$ cat src/rtl/mem_arb_pkg.sv
// Shared types for the memory port arbiter: FSM states and response owner.
package mem_arb_pkg;

    typedef enum logic [1:0] {
        IDLE   = 2'd0,
        WAIT_I = 2'd1,
        WAIT_D = 2'd2
    } state_t;

    typedef enum logic {
        OWN_IF = 1'b0,
        OWN_DM = 1'b1
    } owner_t;

endpackage

$ cat src/rtl/mem_arb_age.sv
// Fetch starvation counter: counts lost contentions, flags fetch as urgent.
// Instantiated only when MEM_ARB_AGE_EN is defined.
module mem_arb_age #(
    parameter int MAX_WAIT = 4
) (
    input  logic clk,
    input  logic rst,
    input  logic lose,
    input  logic clear,
    output logic urgent
);

    localparam logic [3:0] WAIT_LIM = 4'(MAX_WAIT);

    logic [3:0] count;

    always_ff @(posedge clk or posedge rst) begin
        if (rst) begin
            count <= 4'd0;
        end else if (clear) begin
            count <= 4'd0;
        end else if (lose && count != 4'hf) begin
            count <= count + 4'd1;
        end
    end

    assign urgent = (count >= WAIT_LIM);

endmodule

$ cat src/rtl/mem_port_arbiter.sv
// Single-outstanding arbiter for the shared memory port (fetch vs data).
// Optional fetch ageing is enabled by defining MEM_ARB_AGE_EN.
module mem_port_arbiter
    import mem_arb_pkg::*;
#(
    parameter int AWIDTH   = 32,
    parameter int DWIDTH   = 32,
    parameter int MAX_WAIT = 4
) (
    input  logic                clk,
    input  logic                rst,
    input  logic                if_req,
    input  logic [AWIDTH-1:0]   if_addr,
    input  logic                if_kill,
    output logic                if_gnt,
    output logic                if_rvalid,
    output logic [DWIDTH-1:0]   if_rdata,
    input  logic                dm_req,
    input  logic                dm_we,
    input  logic [AWIDTH-1:0]   dm_addr,
    input  logic [DWIDTH-1:0]   dm_wdata,
    input  logic [DWIDTH/8-1:0] dm_wmask,
    output logic                dm_gnt,
    output logic                dm_rvalid,
    output logic [DWIDTH-1:0]   dm_rdata,
    output logic                mem_req,
    output logic                mem_we,
    output logic [AWIDTH-1:0]   mem_addr,
    output logic [DWIDTH-1:0]   mem_wdata,
    output logic [DWIDTH/8-1:0] mem_wmask,
    input  logic                mem_gnt,
    input  logic                mem_rvalid,
    input  logic [DWIDTH-1:0]   mem_rdata,
    output logic                busy
);

    if (MAX_WAIT < 1 || MAX_WAIT > 15) begin : g_bad_wait
        $error("MAX_WAIT must be in 1..15");
    end

    state_t state;
    owner_t sel;
    logic   drop;
    logic   idle;
    logic   urgent;

    assign idle = (state == IDLE) && !rst;

`ifdef MEM_ARB_AGE_EN
    logic lose;

    assign lose = idle && if_req && dm_req && !urgent;

    mem_arb_age #(
        .MAX_WAIT(MAX_WAIT)
    ) u_age (
        .clk   (clk),
        .rst   (rst),
        .lose  (lose),
        .clear (if_gnt),
        .urgent(urgent)
    );
`else
    assign urgent = 1'b0;
`endif

    // Data holds the older instruction, so it wins unless fetch is urgent.
    assign sel = (if_req && (!dm_req || urgent)) ? OWN_IF : OWN_DM;

    assign mem_req   = idle && (if_req || dm_req);
    assign mem_we    = (sel == OWN_DM) && dm_we;
    assign mem_addr  = (sel == OWN_DM) ? dm_addr : if_addr;
    assign mem_wdata = (sel == OWN_DM) ? dm_wdata : '0;
    assign mem_wmask = mem_we ? dm_wmask : '0;

    assign if_gnt = mem_req && mem_gnt && (sel == OWN_IF);
    assign dm_gnt = mem_req && mem_gnt && (sel == OWN_DM);

    // A kill arriving with the response itself still suppresses it.
    assign if_rvalid = (state == WAIT_I) && mem_rvalid && !drop && !if_kill;
    assign dm_rvalid = (state == WAIT_D) && mem_rvalid;
    assign if_rdata  = (state == WAIT_I) ? mem_rdata : '0;
    assign dm_rdata  = (state == WAIT_D) ? mem_rdata : '0;

    always_ff @(posedge clk or posedge rst) begin
        if (rst) begin
            state <= IDLE;
            drop  <= 1'b0;
            busy  <= 1'b0;
        end else begin
            unique case (state)
                IDLE: begin
                    drop <= if_gnt && if_kill;
                    if (if_gnt) begin
                        state <= WAIT_I;
                        busy  <= 1'b1;
                    end else if (dm_gnt) begin
                        state <= WAIT_D;
                        busy  <= 1'b1;
                    end
                end
                WAIT_I: begin
                    if (mem_rvalid) begin
                        state <= IDLE;
                        busy  <= 1'b0;
                        drop  <= 1'b0;
                    end else if (if_kill) begin
                        drop <= 1'b1;
                    end
                end
                WAIT_D: begin
                    if (mem_rvalid) begin
                        state <= IDLE;
                        busy  <= 1'b0;
                    end
                end
                default: begin
                    state <= IDLE;
                    busy  <= 1'b0;
                    drop  <= 1'b0;
                end
            endcase
        end
    end

endmodule

$ cat config.mk
export PLATFORM = sky130hd
export DESIGN_NAME = mem_port_arbiter
export DESIGN_NICKNAME = d
export VERILOG_FILES = /design/src/rtl/mem_arb_pkg.sv /design/src/rtl/mem_arb_age.sv /design/src/rtl/mem_port_arbiter.sv
export SDC_FILE = /design/constraint.sdc
export NUM_CORES = 1
export LEC_CHECK = 0
export CAP_MARGIN = 0
export CORE_AREA = 2 2 108 110
export CTS_BUF_LIST = sky130_fd_sc_hd__clkbuf_4
export DETAILED_ROUTE_END_ITERATION = 6
export DIE_AREA = 0 0 110 112
export HOLD_SLACK_MARGIN = 0.12
export PLACE_DENSITY = 0.6
export REMOVE_ABC_BUFFERS = 1
export SLEW_MARGIN = 10
export SYNTH_ARGS = -nofsm -noshare
export SYNTH_HDL_FRONTEND = slang
export SYNTH_SLANG_ARGS = --single-unit
$ cat constraint.sdc
create_clock -name clk -period 2.85 [get_ports clk]
set_clock_uncertainty 0.1 [all_clocks]
set_input_delay 0.4275 -clock clk [delete_from_list [all_inputs] [get_ports clk]]
set_output_delay 0.4275 -clock clk [all_outputs]
set_load 0.03 [all_outputs]
After elaboration in Yosys (flattened, before gate mapping)
Cells that the tools add are included.
{ "classes": {"muxes": 17, "n_eq_ne": 5, "bitwise_logic": 1, "reduce_logical": 21} }
{ "op_table": {"columns": ["operator", "n"], "rows": [
  ["$mux W32", 4],
  ["$logic_and A1 B1 Y1", 12],
  ["$mux W1", 6],
  ["$mux W2", 3],
  ["$ne A3 B3 Y1 const B", 2],
  ["$logic_not A1 Y1", 4],
  ["$mux W4", 1],
  ["$pmux W2 S2", 1],
  ["$reduce_and A2 Y1", 2],
  ["$pmux W1 S3", 1],
  ["$eq A2 B1 Y1 const B", 1],
  ["$eq A2 B2 Y1 const B", 1],
  ["$logic_not A2 Y1", 1],
  ["$ne A2 B1 Y1 const B", 1],
  ["$pmux W1 S2", 1],
  ["$reduce_or A2 Y1", 1],
  ["$logic_or A1 B1 Y1", 1],
  ["$not A1 Y1", 1]
]} }
{ "totals": {"wordCells": 47, "input_bits": 140, "ff_bits": 4} }

Longest topological paths before layout
{ "logic_depth": {"depth_word": 8, "depth_mapped": 6} }

Least setup slack after synthesis
No wires, ideal clock.
{ "synth_timing": {"path_kind": "register to output", "start": "reg state[1]", "end": "out if_rvalid", "t_arrival_ps": 1694, "path_stages_with_launch": 4, "setup_slack_ps": 628, "path_buffers": 0, "required_ps": 2322, "cell_sequence": "dfrtp_1 > inv_1 > ha_1 > nor4b_1"} }
{ "synth_via": {"elab_chain_cells": 4} }
{ "synth_lines": {"columns": ["item", "line", "source"], "rows": [
  ["from (decl)", "mem_port_arbiter.sv:41", "state_t state;"],
  ["from (signal assigned)", "mem_port_arbiter.sv:87", "state <= IDLE;"],
  ["from (signal assigned)", "mem_port_arbiter.sv:95", "state <= WAIT_I;"],
  ["from (signal assigned)", "mem_port_arbiter.sv:98", "state <= WAIT_D;"],
  ["$eq A2 B1 Y1", "mem_port_arbiter.sv:80", "assign if_rvalid = (state == WAIT_I) && mem_rvalid && !drop && !if_kill;"],
  ["$logic_and A1 B1 Y1 (3 in a row)", "mem_port_arbiter.sv:80", null],
  ["to (decl)", "mem_port_arbiter.sv:16", "output logic if_rvalid,"]
]} }
Every way passes these cells.

Worst setup path after layout
{ "layout_timing": {"start": "reg state[0]", "end": "out dm_gnt"} }
{ "layout_via": {"elab_chain_cells": 5} }
{ "layout_lines": {"columns": ["item", "line", "source"], "rows": [
  ["$logic_not A2 Y1", "mem_port_arbiter.sv:47", "assign idle = (state == IDLE) && !rst;"],
  ["$logic_and A1 B1 Y1", "mem_port_arbiter.sv:47", null],
  ["$logic_and A1 B1 Y1", "mem_port_arbiter.sv:70", "assign mem_req = idle && (if_req || dm_req);"],
  ["$logic_and A1 B1 Y1 (2 in a row)", "mem_port_arbiter.sv:77", "assign dm_gnt = mem_req && mem_gnt && (sel == OWN_DM);"],
  ["to (decl)", "mem_port_arbiter.sv:23", "output logic dm_gnt,"]
]} }
Every way passes these cells.

==> impl_metrics.py <==
metrics = {
    "status": {
        "status": "finished clean",
    },
    "setup_path": {
        "rrSetupSlack_ns": 1.29,
        "crit_path_start": "state[0]$_DFFE_PP0P_",
        "cp_slowest_cell": "clkdlybuf4s50_1",
        "reg2reg_from": "state[0]$_DFFE_PP0P_",
        "max_stage_delay_ns": 0.66,
        "cp.arrival_ns": 2.16,
        "critPathKind": "register to output pin",
        "crit_chain": "inv_1, ha_1, and3b_1, and2_4, clkdlybuf4s50_1",
        "cp_max_fo": 7,
        "worst_r2r_endpoint": "state[0]$_DFFE_PP0P_",
        "r2r_cells": 5,
        "crit_required_ns": 2.32,
        "worstSetupEndpointType": "output pin",
        "setup.worst_path.start_class": "register",
    },
    "run": {
        "drv_cap": 0,
    },
    "synth": {
        "synthTopCellsByCount": "and2_1, nand2_1, buf_2",
        "netlist_area_um2": 1416,
        "ys_ff_latch": 4,
        "yosysSeqAreaShare_pct": 7.067,
        "synth_area_leaders": "and2_1, nand2_1, dfrtp_1",
        "synth_ff_type": "dfrtp_1",
        "synth_top_area_share_pct": 43.29,
        "syn_avg_cell_area_um2": 5.620,
        "ys.warnings.count": 0,
        "synthArstFlopShare_pct": 100.0,
        "synth_enable_flop_cells": 0,
        "yosysUniqueCellTypes": 24,
        "syn_inst": 252,
        "yosysTopAreaCell": "and2_1",
    },
    "power_and_ir_drop": {
        "clock_power_share_pct": 4.0,
        "power.switching_uw": 948.0,
        "power_mw": 1.858,
        "powerDensity_nw_per_um2": 421.4,
        "worst_ir_drop_vdd_uv": 281.4,
        "p_leak_nw": 1.976,
        "p_seq_share_pct": 5.1,
        "intPower_uw": 909.7,
        "swShare_pct": 51.03,
        "p_comb_share_pct": 90.9,
    },
    "sta": {
        "worst_pin_slew_ns": 0.5965,
        "max_freq_mhz": 372.0,
        "rsz0062_at_grt": "false",
        "finalSetupViolCount": 0,
        "fin_crit_sh_pct": 94.31,
        "slew_headroom_pct": 59.68,
        "slew_violations": 0,
        "worst_hold_slack_ns": 0.3169,
        "fin_tns_setup_ns": 0,
        "min_period_ns": 2.688,
        "layout_setup_ws_ns": 0.1621,
        "hold_viol": 0,
    },
    "die": {
        "io_pins": 279,
        "die-area_um2": 12320,
        "core-area_um2": 11170,
        "start_util_pct": 12.67,
        "die_x_um": 110,
        "die_y_um": 112,
        "rows": 39,
    },
    "clocking": {
        "cts_tree": "done",
        "holdBufCountCts": 0,
        "post_cts_buffers": 0,
        "clk_latency_ns": 0.24,
        "cts.repair.resized": 0,
        "cts_buffer_depth": 2,
        "numCtsBuffers": 3,
        "clockRootBuffer": "clkbuf_4",
        "htree_levels": 1,
        "path_clk_slew_ns": 0.04,
        "cts.sinks": 4,
    },
    "detailed_routing": {
        "routed_wirelength_um": 8619,
        "wl_per_cell_um": 13.02,
        "route.detailed.drc": 0,
        "drt-initial-drc-count": 91,
        "ant_nets": 0,
        "drt-pass1-iter-count": 4,
        "via_per_inst": 3.881,
        "num_vias": 2569,
    },
    "global_route": {
        "grt_overflow": 0,
        "grt_max_degree": 70,
        "antenna_found_initial": 0,
        "grt_usage_pct": 12.45,
        "grt_pass1_vias": 2491,
        "grt_pass1_wl_um": 12120,
    },
    "placed_design": {
        "dp_hpwl_um": 7631,
        "placed_cell_area_um2": 4385,
        "gp_congestion": 0.8591,
        "pre_cts_ws_ns": 0.2907,
        "io_buffers": 278,
    },
    "final_layout": {
        "drive_above_1_share_pct": 15.80,
        "antennaDiodeCount": 0,
        "fin_area_um2": 4408,
        "nets": 664,
        "area_growth_pct": 211.2,
    },
    "worst_hold_path": {
        "holdCritPathClass": "input port to async pin",
    },
}
==> metrics by stage <==
step	util [%]	cells
2_1_floorplan	-	234
3_5_place_dp	39.25	659
5_1_grt	39.45	662
4_1_cts	39.45	662
3_3_place_gp	39.25	659
6_report	39.45	662
==> state kept, by name, indices dropped and copies added (netlist names) <==
signal,flops
busy,1
state,2
drop,1
==> cell type report <==
cell class	instances	area, um^2
Fill cell	1204	6766
Timing Repair Buffer	282	2898
Multi-Input combinational cell	225	1190
Tap cell	143	178.9
Sequential cell	4	100.1
Clock buffer	3	22.52
Inverter	5	18.77
==> cell usage in the layout (no fill, tap or decap) <==
cell,n
inv_1,5
o32ai_1,1
nand2_1,98
buf_12,21
clkbuf_4,3
nor2_1,2
ha_1,3
nand3_1,3
dfrtp_1,4
o211a_1,1
buf_4,54
and3b_1,1
nand2b_2,1
and2_1,98
and2_4,1
nor2b_2,1
clkdlybuf4s50_1,207
nor4b_1,1
o211ai_2,1
nor2b_1,1
nand2b_1,1
and3_1,5
o21ai_1,1
a21oi_1,4
o21ai_0,1
==> layer usage <==
layer	share of wire (%)	routed length, um	global-route usage (%)	vias to the layer above
met5	0	0	0	-
met4	0.19	16	1.013	0
met3	13	1099	3.864	2
met2	53	4577	25.48	172
met1	34	2926	12.22	1102
li1	-	-	-	1293
==> worst max-delay path by stage <==
stage | to | cells after the start | slack [ns]
floorplan | if_gnt | 2 | 0.31
detailed placement | dm_gnt | 4 | 0.29
global placement | dm_gnt | 4 | 0.34
finish | dm_gnt | 5 | 0.16
CTS | dm_gnt | 5 | 0.18
global route | dm_gnt | 5 | 0.08
==> power by group through the flow <==
stage / Sequential, mW / Clock (mW) / Combinational, mW
6_report: 0.0940 / 0.0747 / 1.69
5_1_grt: 0.0975 / 0.0846 / 1.79
4_1_cts: 0.0940 / 0.0788 / 1.71
3_5_place_dp: 0.0948 / 0 / 1.70
3_3_place_gp: 0.0921 / 0 / 1.70
2_1_floorplan: 0.101 / 0 / 0.864
==> logic make-up (layout without fill, tap and decap cells) <==
family	count (synthesis)	in the layout	share of synthesized area [%]
simple gates	213	213	76.86
buf+inv	23	290	9.099
compound gates	9	9	4.328
flops	4	4	7.067
fa+ha+maj	3	3	2.650
==> critical path: cells and delay by family, from the launching register on <==
family / cells / cell delay [ns]
flip-flops: 1 / 0.40
adder cells (fa/ha/maj): 1 / 0.25
buffers and inverters: 2 / 0.75
AND/OR/NAND/NOR: 2 / 0.51
(Power assumes the default switching activity.)
